`config.mk`:
```
export PLATFORM = sky130hd
export DESIGN_NAME = keypad_scanner
export DESIGN_NICKNAME = d
export VERILOG_FILES = /design/src/rtl/keypad_scanner.sv
export SDC_FILE = /design/constraint.sdc
export NUM_CORES = 1
export LEC_CHECK = 0
export BUFFER_PORTS_ARGS = -buffer_cell sky130_fd_sc_hd__buf_2
export CELL_PAD_IN_SITES_DETAIL_PLACEMENT = 2
export CELL_PAD_IN_SITES_GLOBAL_PLACEMENT = 2
export CORE_MARGIN = 4
export CORE_UTILIZATION = 37
export DETAILED_ROUTE_END_ITERATION = 7
export PLACE_DENSITY = 0.71
export SYNTH_ARGS = -nofsm -noshare
export SYNTH_HDL_FRONTEND = slang
export SYNTH_SLANG_ARGS = --single-unit
export TNS_END_PERCENT = 20
```
`constraint.sdc`:
```
create_clock -name clock -period 2.9 [get_ports clock]
set_clock_uncertainty 0.2 [all_clocks]
set_input_delay 0.145 -clock clock [delete_from_list [all_inputs] [get_ports clock]]
set_output_delay 0.145 -clock clock [all_outputs]
set_load 0.05 [all_outputs]
```
`src/rtl/keypad_scanner.sv`:
```
// Column-scanning 4x3 keypad decoder: strobes columns, builds a 12-key frame,
// debounces whole frames and reports one key per press/release cycle.
module keypad_scanner #(
    parameter int unsigned SCAN_DIV = 4,
    parameter int unsigned DEBOUNCE = 2
) (
    input  logic       clock,
    input  logic       reset,
    input  logic [3:0] Row,
    output logic [2:0] Col,
    output logic       key_valid,
    output logic [3:0] key_code,
    output logic       key_held
);
    localparam int unsigned SLOT_W = (SCAN_DIV > 1) ? $clog2(SCAN_DIV) : 1;
    localparam int unsigned CNT_W  = $clog2(DEBOUNCE + 1);
    localparam int unsigned KEYS   = 12;

    typedef enum logic {
        S_IDLE    = 1'b0,
        S_PRESSED = 1'b1
    } state_t;

    logic [SLOT_W-1:0] slot_q;
    logic [2:0]        col_q;
    logic              slot_end;
    logic              frame_end;
    logic [KEYS-1:0]   acc_q;
    logic [KEYS-1:0]   acc_d;
    logic [KEYS-1:0]   frame_q;
    logic              frame_vld_q;
    logic [KEYS-1:0]   prev_q;
    logic [KEYS-1:0]   deb_q;
    logic              deb_vld_q;
    logic [CNT_W-1:0]  cnt_q;
    logic [CNT_W-1:0]  cnt_d;
    logic [3:0]        deb_idx;
    logic              deb_onehot;
    state_t            state_q;
    state_t            state_d;
    logic              key_valid_q;
    logic              key_valid_d;
    logic [3:0]        key_code_q;
    logic [3:0]        key_code_d;
    logic              key_held_q;
    logic              key_held_d;

    assign slot_end  = (slot_q == SLOT_W'(SCAN_DIV - 1));
    assign frame_end = slot_end & col_q[2];

    // Merge the current row returns into the bits of the strobed column.
    always_comb begin
        acc_d = acc_q;
        for (int r = 0; r < 4; r++) begin
            for (int c = 0; c < 3; c++) begin
                if (col_q[c]) begin
                    acc_d[3*r + c] = Row[r];
                end
            end
        end
    end

    // Column strobe rotation, end-of-slot sampling and frame snapshot.
    always_ff @(posedge clock or posedge reset) begin
        if (reset) begin
            slot_q      <= '0;
            col_q       <= 3'b001;
            acc_q       <= '0;
            frame_q     <= '0;
            frame_vld_q <= 1'b0;
        end else begin
            frame_vld_q <= frame_end;
            if (slot_end) begin
                slot_q <= '0;
                col_q  <= {col_q[1:0], col_q[2]};
                acc_q  <= acc_d;
            end else begin
                slot_q <= slot_q + SLOT_W'(1);
            end
            if (frame_end) begin
                frame_q <= acc_d;
            end
        end
    end

    // Saturating count of consecutive identical frames.
    always_comb begin
        cnt_d = CNT_W'(1);
        if (frame_q == prev_q) begin
            cnt_d = (cnt_q < CNT_W'(DEBOUNCE)) ? cnt_q + CNT_W'(1) : cnt_q;
        end
    end

    always_ff @(posedge clock or posedge reset) begin
        if (reset) begin
            prev_q    <= '0;
            cnt_q     <= '0;
            deb_q     <= '0;
            deb_vld_q <= 1'b0;
        end else begin
            deb_vld_q <= frame_vld_q;
            if (frame_vld_q) begin
                prev_q <= frame_q;
                cnt_q  <= cnt_d;
                if (cnt_d == CNT_W'(DEBOUNCE)) begin
                    deb_q <= frame_q;
                end
            end
        end
    end

    always_comb begin
        deb_idx = '0;
        for (int i = 0; i < int'(KEYS); i++) begin
            if (deb_q[i]) begin
                deb_idx = 4'(i);
            end
        end
        deb_onehot = (deb_q != '0) && ((deb_q & (deb_q - KEYS'(1))) == '0);
    end

    // Press/release tracker; a new key is only accepted from a full release.
    always_comb begin
        state_d     = state_q;
        key_valid_d = 1'b0;
        key_code_d  = key_code_q;
        key_held_d  = key_held_q;
        if (deb_vld_q) begin
            case (state_q)
                S_IDLE: begin
                    if (deb_onehot) begin
                        state_d     = S_PRESSED;
                        key_valid_d = 1'b1;
                        key_code_d  = deb_idx;
                        key_held_d  = 1'b1;
                    end
                end
                S_PRESSED: begin
                    if (deb_q == '0) begin
                        state_d    = S_IDLE;
                        key_held_d = 1'b0;
                    end
                end
            endcase
        end
    end

    always_ff @(posedge clock or posedge reset) begin
        if (reset) begin
            state_q     <= S_IDLE;
            key_valid_q <= 1'b0;
            key_code_q  <= '0;
            key_held_q  <= 1'b0;
        end else begin
            state_q     <= state_d;
            key_valid_q <= key_valid_d;
            key_code_q  <= key_code_d;
            key_held_q  <= key_held_d;
        end
    end

    assign Col       = col_q;
    assign key_valid = key_valid_q;
    assign key_code  = key_code_q;
    assign key_held  = key_held_q;
endmodule

```
==> impl_metrics.csv, run 1 <==
group,metric,value,unit
finish,diodes,0,
synthesis,synth_common_cells,"59 x dfrtp_1, 32 x mux2_2, 28 x nand2_1, 17 x o21ai_0, 11 x inv_1",
setup_path,rr_endpoint,"key_code[3]",
setup_path,slowest_stage,"or4_4",
finish,multi_input_area,1090,sq um
detailed_routing,drt_iter0_drc,38,
pwr,power_density,489,nW/um^2
die,die_y,92.9,microns
detailed_routing,drc,0,
synthesis,synth_warnings,0,
synthesis,syn_nets,233,
setup_path,path_cells,"or4_4 > nor4_4 > mux2_1 > o22a_1 > or3_4 > mux2_4",
detailed_routing,ant_nets,0,
detailed_routing,dr.pass1.iters,4,
setup_path,end_kind,"flop",
detailed_routing,wl,5.90,mm
clock_tree,cts_tree,"built",
timing,finalSetupTns,0,ps
detailed_routing,via_per_inst,5.00,
global_route,grt_pass1_wl,10.4,mm
synthesis,synthesis.area,2670,sq um
detailed_routing,vias,1795,
finish,drive_gt1_share,29.7,%
synthesis,netlist_top_cells_area,"dfrtp_1 55%, mux2_2 14%, nand2_1 3.9%, mux2i_1 3.4%, o21ai_0 3.2%",
die,initial_core_util,38.6,%
setup_path,cp.required,2920,ps
timing,max_freq,353,MHz
synthesis,yosysMostFrequentCell,"dfrtp_1",
finish,design_area,3120,sq um
timing,finalSetupViolCount,0,
die,pin_count,15,
global_route,overflow,0,
setup_path,worstSetupPathType,"reg2reg",
synthesis,synth_seq_cells,60,
clock_tree,cts.reportedPaths.clkPinSlew,70,ps
synthesis,synthCells,225,
placement,routabilityCongestion,0.737,
setup_path,max_stage_delay,590,ps
synthesis,avgSynthCellArea,11.9,sq um
placement,hpwl,4.35,mm
outcome,outcome,"complete, no violations",
timing,fin_crit_sh,97.6,%
pwr,peakVddDrop,0.249,mV
clock_tree,clockBufferDepth,2,
hold_path,hp-class,"in2async",
global_route,grt_antenna_before_repair,0,
synthesis,synth_cell_types,34,
placement,pre_cts_slack,-8.17,ps
timing,drv_slew,0,
die,core,6910,sq um
pwr,p_leak,1.47,nW
synthesis,synth_top_area_share,55.3,%
clock_tree,root_buffer,"clkbuf_8",
synthesis,synth_edf_count,0,
finish,synthToLayoutAreaGrowth,17.0,%
finish,final_net_count,266,
die,dieArea,8630,sq um
timing,holdWs,232,ps
global_route,grt_max_degree,30,
timing,tightestPinTransition,604,ps
timing,timing.slew.headroom,59.6,%
setup_path,reg2reg_from,"deb_q[1]",
clock_tree,numCtsBuffers,9,
setup_path,critPathArrivalTime,2850,ps
clock_tree,clk_latency,330,ps
timing,finalCriticalPeriod,2830,ps
placement,place_area,2900,sq um
global_route,first_global_vias,2034,
timing,rsz0062_at_grt,"no",
synthesis,synthArstFlopShare,100,%
job,maxCapViolations,0,
die,die_w,92.9,microns
detailed_routing,avgRoutedWirePerCell,16.4,microns
setup_path,reg2reg_slack,70,ps
global_route,track_usage,15.7,%
setup_path,ff2ff_path_depth,6,
synthesis,synth_area_leader_cell,"dfrtp_1",
finish,regArea,1500,sq um
synthesis,ys_seq_area_share,56.3,%
timing,hold_violations,0,
setup_path,critPathMaxFanout,6,
clock_tree,cts_max_level,3,
timing,worst_slack,70.3,ps
setup_path,start_kind,"flop",
synthesis,ys.flop_type,"dfrtp_1",
finish,n_fill_cell,746,
die,rows,30,
clock_tree,clock_sinks,60,
placement,io_buffer_count,14,
kinds of logic after synthesis:
kind of cell / synth area share, %
xor gates and xnor gates: 3.94
adders and majority gates: 0.938
buffers and inverters: 2.95
DFF: 56.3
AOI/OAI and AO/OA: 6.52
muxes: 19.0
and+or+nand+nor: 10.3
state kept, by name, indices dropped and copies added, names as in the netlist:
name	flops
acc_q	8
deb_q	12
frame_vld_q	1
slot_q	2
frame_q	12
deb_vld_q	1
key_held	1
prev_q	12
Col	3
key_valid	1
state_q	1
key_code	4
cnt_q	2
final cells by class:
type / instances / area share (%)
sequential: 60 / 48.2
multi-input combinational: 146 / 35.0
clock inverter: 2 / 0.321
tap: 96 / 3.85
clock buffer: 14 / 4.89
timing repair buffer: 30 / 6.50
inverter: 11 / 1.32
worst max path at each step:
stage / startpoint / cells past startpoint / end / slack [ps]
after detailed placement: deb_q[1] / 6 / key_code[3] / -8
after global routing: deb_q[1] / 6 / key_code[3] / 20
after floorplan: deb_q[1] / 7 / key_code[1] / 110
after CTS: deb_q[1] / 6 / key_code[3] / 70
final: deb_q[1] / 6 / key_code[3] / 70
after global placement: deb_q[1] / 6 / key_code[3] / 70
timing repair:
item / in CTS / in global routing
gates resized for setup: 1 / 0
endpoints found under the setup margin: 3 / 0
hold buffers: 5 / 0
hold endpoints to repair: 42 / 0
buffers inserted: 0 / 0
per-stage QoR:
step | utilization [%] | instances | power [W]
6_report | 45.2 | 359 | 0.00153
5_1_grt | 45.2 | 359 | 0.00161
4_1_cts | 45.2 | 359 | 0.00155
3_5_place_dp | 42.0 | 338 | 0.000898
3_3_place_gp | 42.0 | 338 | 0.000896
2_1_floorplan | - | 225 | 0.000880
layer usage:
metal / up-vias / track usage, % / wire, microns
met2: 21 / 27.0 / 3070
met3: 9 / 3.66 / 154
met1: 917 / 19.0 / 2580
li1: 848 / - / -
met5: - / 0 / 0
met4: 0 / 5.86 / 97
critical path: cells and delay by family, from the launching register on:
family             cells  cell delay (ps)
AOI/OAI and AO/OA      1              220
DFF                    1              380
and+or+nand+nor        3             1250
muxes                  2              670
cell usage in the layout (no fill, tap or decap), types with 3 or more instances in the layout:
master,Yosys,final
a21oi_1,8,8
buf_2,0,14
buf_4,0,11
clkbuf_1,6,4
clkbuf_8,0,10
dfrtp_1,59,59
dlygate4sd3_1,0,5
inv_1,11,10
mux2_2,32,32
mux2_4,3,3
mux2i_1,9,9
nand2_1,28,28
nand3_1,3,3
nor2_1,8,8
nor3_1,4,4
o21ai_0,17,17
xnor2_1,8,8
xor2_1,4,4
power by group:
part	total, W	switching (W)	internal, W	leakage, nW
combinational	0.0000394	0.0000246	0.0000148	0.634
sequential	0.000845	0.00000262	0.000843	0.750
clock	0.000642	0.000310	0.000332	0.0844
Power figures use the tool's default switching activity.
==> run 2, diff against run 1 <==
--- a/config.mk
+++ b/config.mk
@@ -12,6 +12,7 @@
 export CORE_UTILIZATION = 37
 export DETAILED_ROUTE_END_ITERATION = 7
 export PLACE_DENSITY = 0.71
+export SETUP_SLACK_MARGIN = 0.4
 export SYNTH_ARGS = -nofsm -noshare
 export SYNTH_HDL_FRONTEND = slang
 export SYNTH_SLANG_ARGS = --single-unit
==> impl_metrics.csv, run 2 (synthesis results as in run 1) <==
group,metric,value,unit
setup_path,critPathArrivalTime,2730,ps
finish,multi_input_area,1100,sq um
setup_path,reg2reg_from,"deb_q[1]",
clock_tree,clockBufferDepth,2,
global_route,grt_max_degree,36,
timing,hold_violations,0,
placement,routabilityCongestion,0.707,
detailed_routing,drc,0,
pwr,p_total,0.00189,W
pwr,peakVddDrop,0.301,mV
detailed_routing,top_layer_used,"met4",
clock_tree,numCtsBuffers,9,
die,dieArea,8630,sq um
setup_path,max_stage_delay,560,ps
timing,drv_slew,0,
global_route,first_global_vias,1936,
clock_tree,root_buffer,"clkbuf_8",
global_route,grt_pass1_wl,10.1,mm
detailed_routing,via_per_inst,4.96,
timing,finalSetupViolCount,0,
setup_path,path_cells,"or4_4 > nor4_4 > mux2_1 > o22a_1 > or3_4 > mux2_4",
die,rows,30,
clock_tree,cts_max_level,3,
setup_path,worstSetupPathType,"reg2reg",
placement,io_buffer_count,14,
detailed_routing,wl,5.85,mm
die,die_w,92.9,microns
setup_path,end_kind,"flop",
clock_tree,cts_tree,"built",
timing,finalCriticalPeriod,2710,ps
die,core,6910,sq um
outcome,outcome,"complete, no violations",
timing,rsz0062_at_grt,"yes",
pwr,power_density,579,nW/um^2
placement,dp_cells,339,
timing,fin_crit_sh,93.5,%
setup_path,rr_endpoint,"key_code[1]",
detailed_routing,drt_iter0_drc,54,
timing,finalSetupTns,0,ps
detailed_routing,ant_nets,0,
finish,design_area,3260,sq um
placement,hpwl,4.12,mm
hold_path,min_to,"slot_q[0]",
finish,synthToLayoutAreaGrowth,22.3,%
placement,place_area,2910,sq um
hold_path,holdCritStartpoint,"slot_q[0]",
setup_path,cp.required,2920,ps
clock_tree,cts.reportedPaths.clkPinSlew,70,ps
setup_path,ff2ff_path_depth,6,
setup_path,critPathMaxFanout,5,
finish,stdcell_count,363,
global_route,grt_antenna_before_repair,0,
finish,layout_common_cells,"59 x dfrtp_1, 32 x mux2_2, 28 x nand2_1",
setup_path,start_kind,"flop",
detailed_routing,wl_met2,2.95,mm
clock_tree,clk_latency,330,ps
finish,final_common_cell,"dfrtp_1",
timing,timing.slew.headroom,50.9,%
timing,tightestPinTransition,736,ps
setup_path,path_delay_family,"simple AND/OR/NAND/NOR gates",
setup_path,crit_buf_inv,0,
global_route,track_usage,15.5,%
detailed_routing,avgRoutedWirePerCell,16.1,microns
finish,drive_gt1_share,31.5,%
detailed_routing,dr.pass1.iters,3,
finish,regArea,1500,sq um
setup_path,reg2reg_slack,190,ps
hold_path,hold_depth,1,
detailed_routing,vias,1802,
clock_tree,clock_sinks,60,
die,pin_count,15,
finish,diodes,0,
finish,n_fill_cell,728,
detailed_routing,wl_met1,2.63,mm
job,maxCapViolations,0,
timing,holdWs,230,ps
detailed_routing,dr_wl_met3,168,microns
timing,max_freq,369,MHz
setup_path,startpoint,"deb_q[1]",
hold_path,hp-class,"reg2reg",
pwr,p_leak,1.54,nW
setup_path,slowest_stage,"or4_4",
die,initial_core_util,38.6,%
finish,reg_top3,"deb_q: 12 flops, frame_q: 12 flops, prev_q: 12 flops",
global_route,overflow,0,
die,die_y,92.9,microns
finish,final_net_count,270,
[run 2: layout make-up]
cell class | instances | area share [%]
inverter | 11 | 1.27
multi-input combinational | 146 | 33.6
timing repair buffer | 34 | 7.25
clock inverter | 4 | 3.68
clock buffer | 12 | 4.45
sequential | 60 | 46.1
tap | 96 | 3.68
[run 2: worst register-to-register path, cell delays in order (launching register included)]
cell	delay, ps
dfrtp_1	400
or4_4	560
nor4_4	190
mux2_1	360
o22a_1	210
or3_4	380
mux2_4	310
[run 2: per-stage QoR]
stage,setup WS (ps),util (%)
global route,121,47.2
global placement,71.3,42.1
finish,188,47.2
CTS,232,47.2
floorplan,117,-
detailed placement,40.0,42.1
[run 2: worst max path at each step]
stage                  end  depth (start not counted)
6_report       key_code[1]                          6
3_3_place_gp   key_code[3]                          6
2_1_floorplan  key_code[1]                          7
5_1_grt        key_code[3]                          6
4_1_cts        key_code[1]                          6
3_5_place_dp   key_code[1]                          6
[run 2: layer usage]
metal / GRT usage [%] / vias to the layer above
met5: 0 / -
met4: 6.23 / 0
met3: 4.14 / 10
met2: 25.2 / 20
met1: 19.5 / 915
li1: - / 857
[run 2: report_power, final]
part | leakage, nW | internal [W] | switching [W]
registers | 0.750 | 0.000843 | 0.00000281
clock network | 0.131 | 0.000683 | 0.000321
logic | 0.658 | 0.0000148 | 0.0000242
total | 1.54 | 0.00154 | 0.000348
[run 2: timing repair]
action | CTS | global route
hold buffers | 5 | 0
gates resized for setup | 3 | 0
setup buffers | 3 | 0
hold endpoints to repair | 51 | 0
pin swaps | 4 | 0
endpoints found under the setup margin | 6 | 9
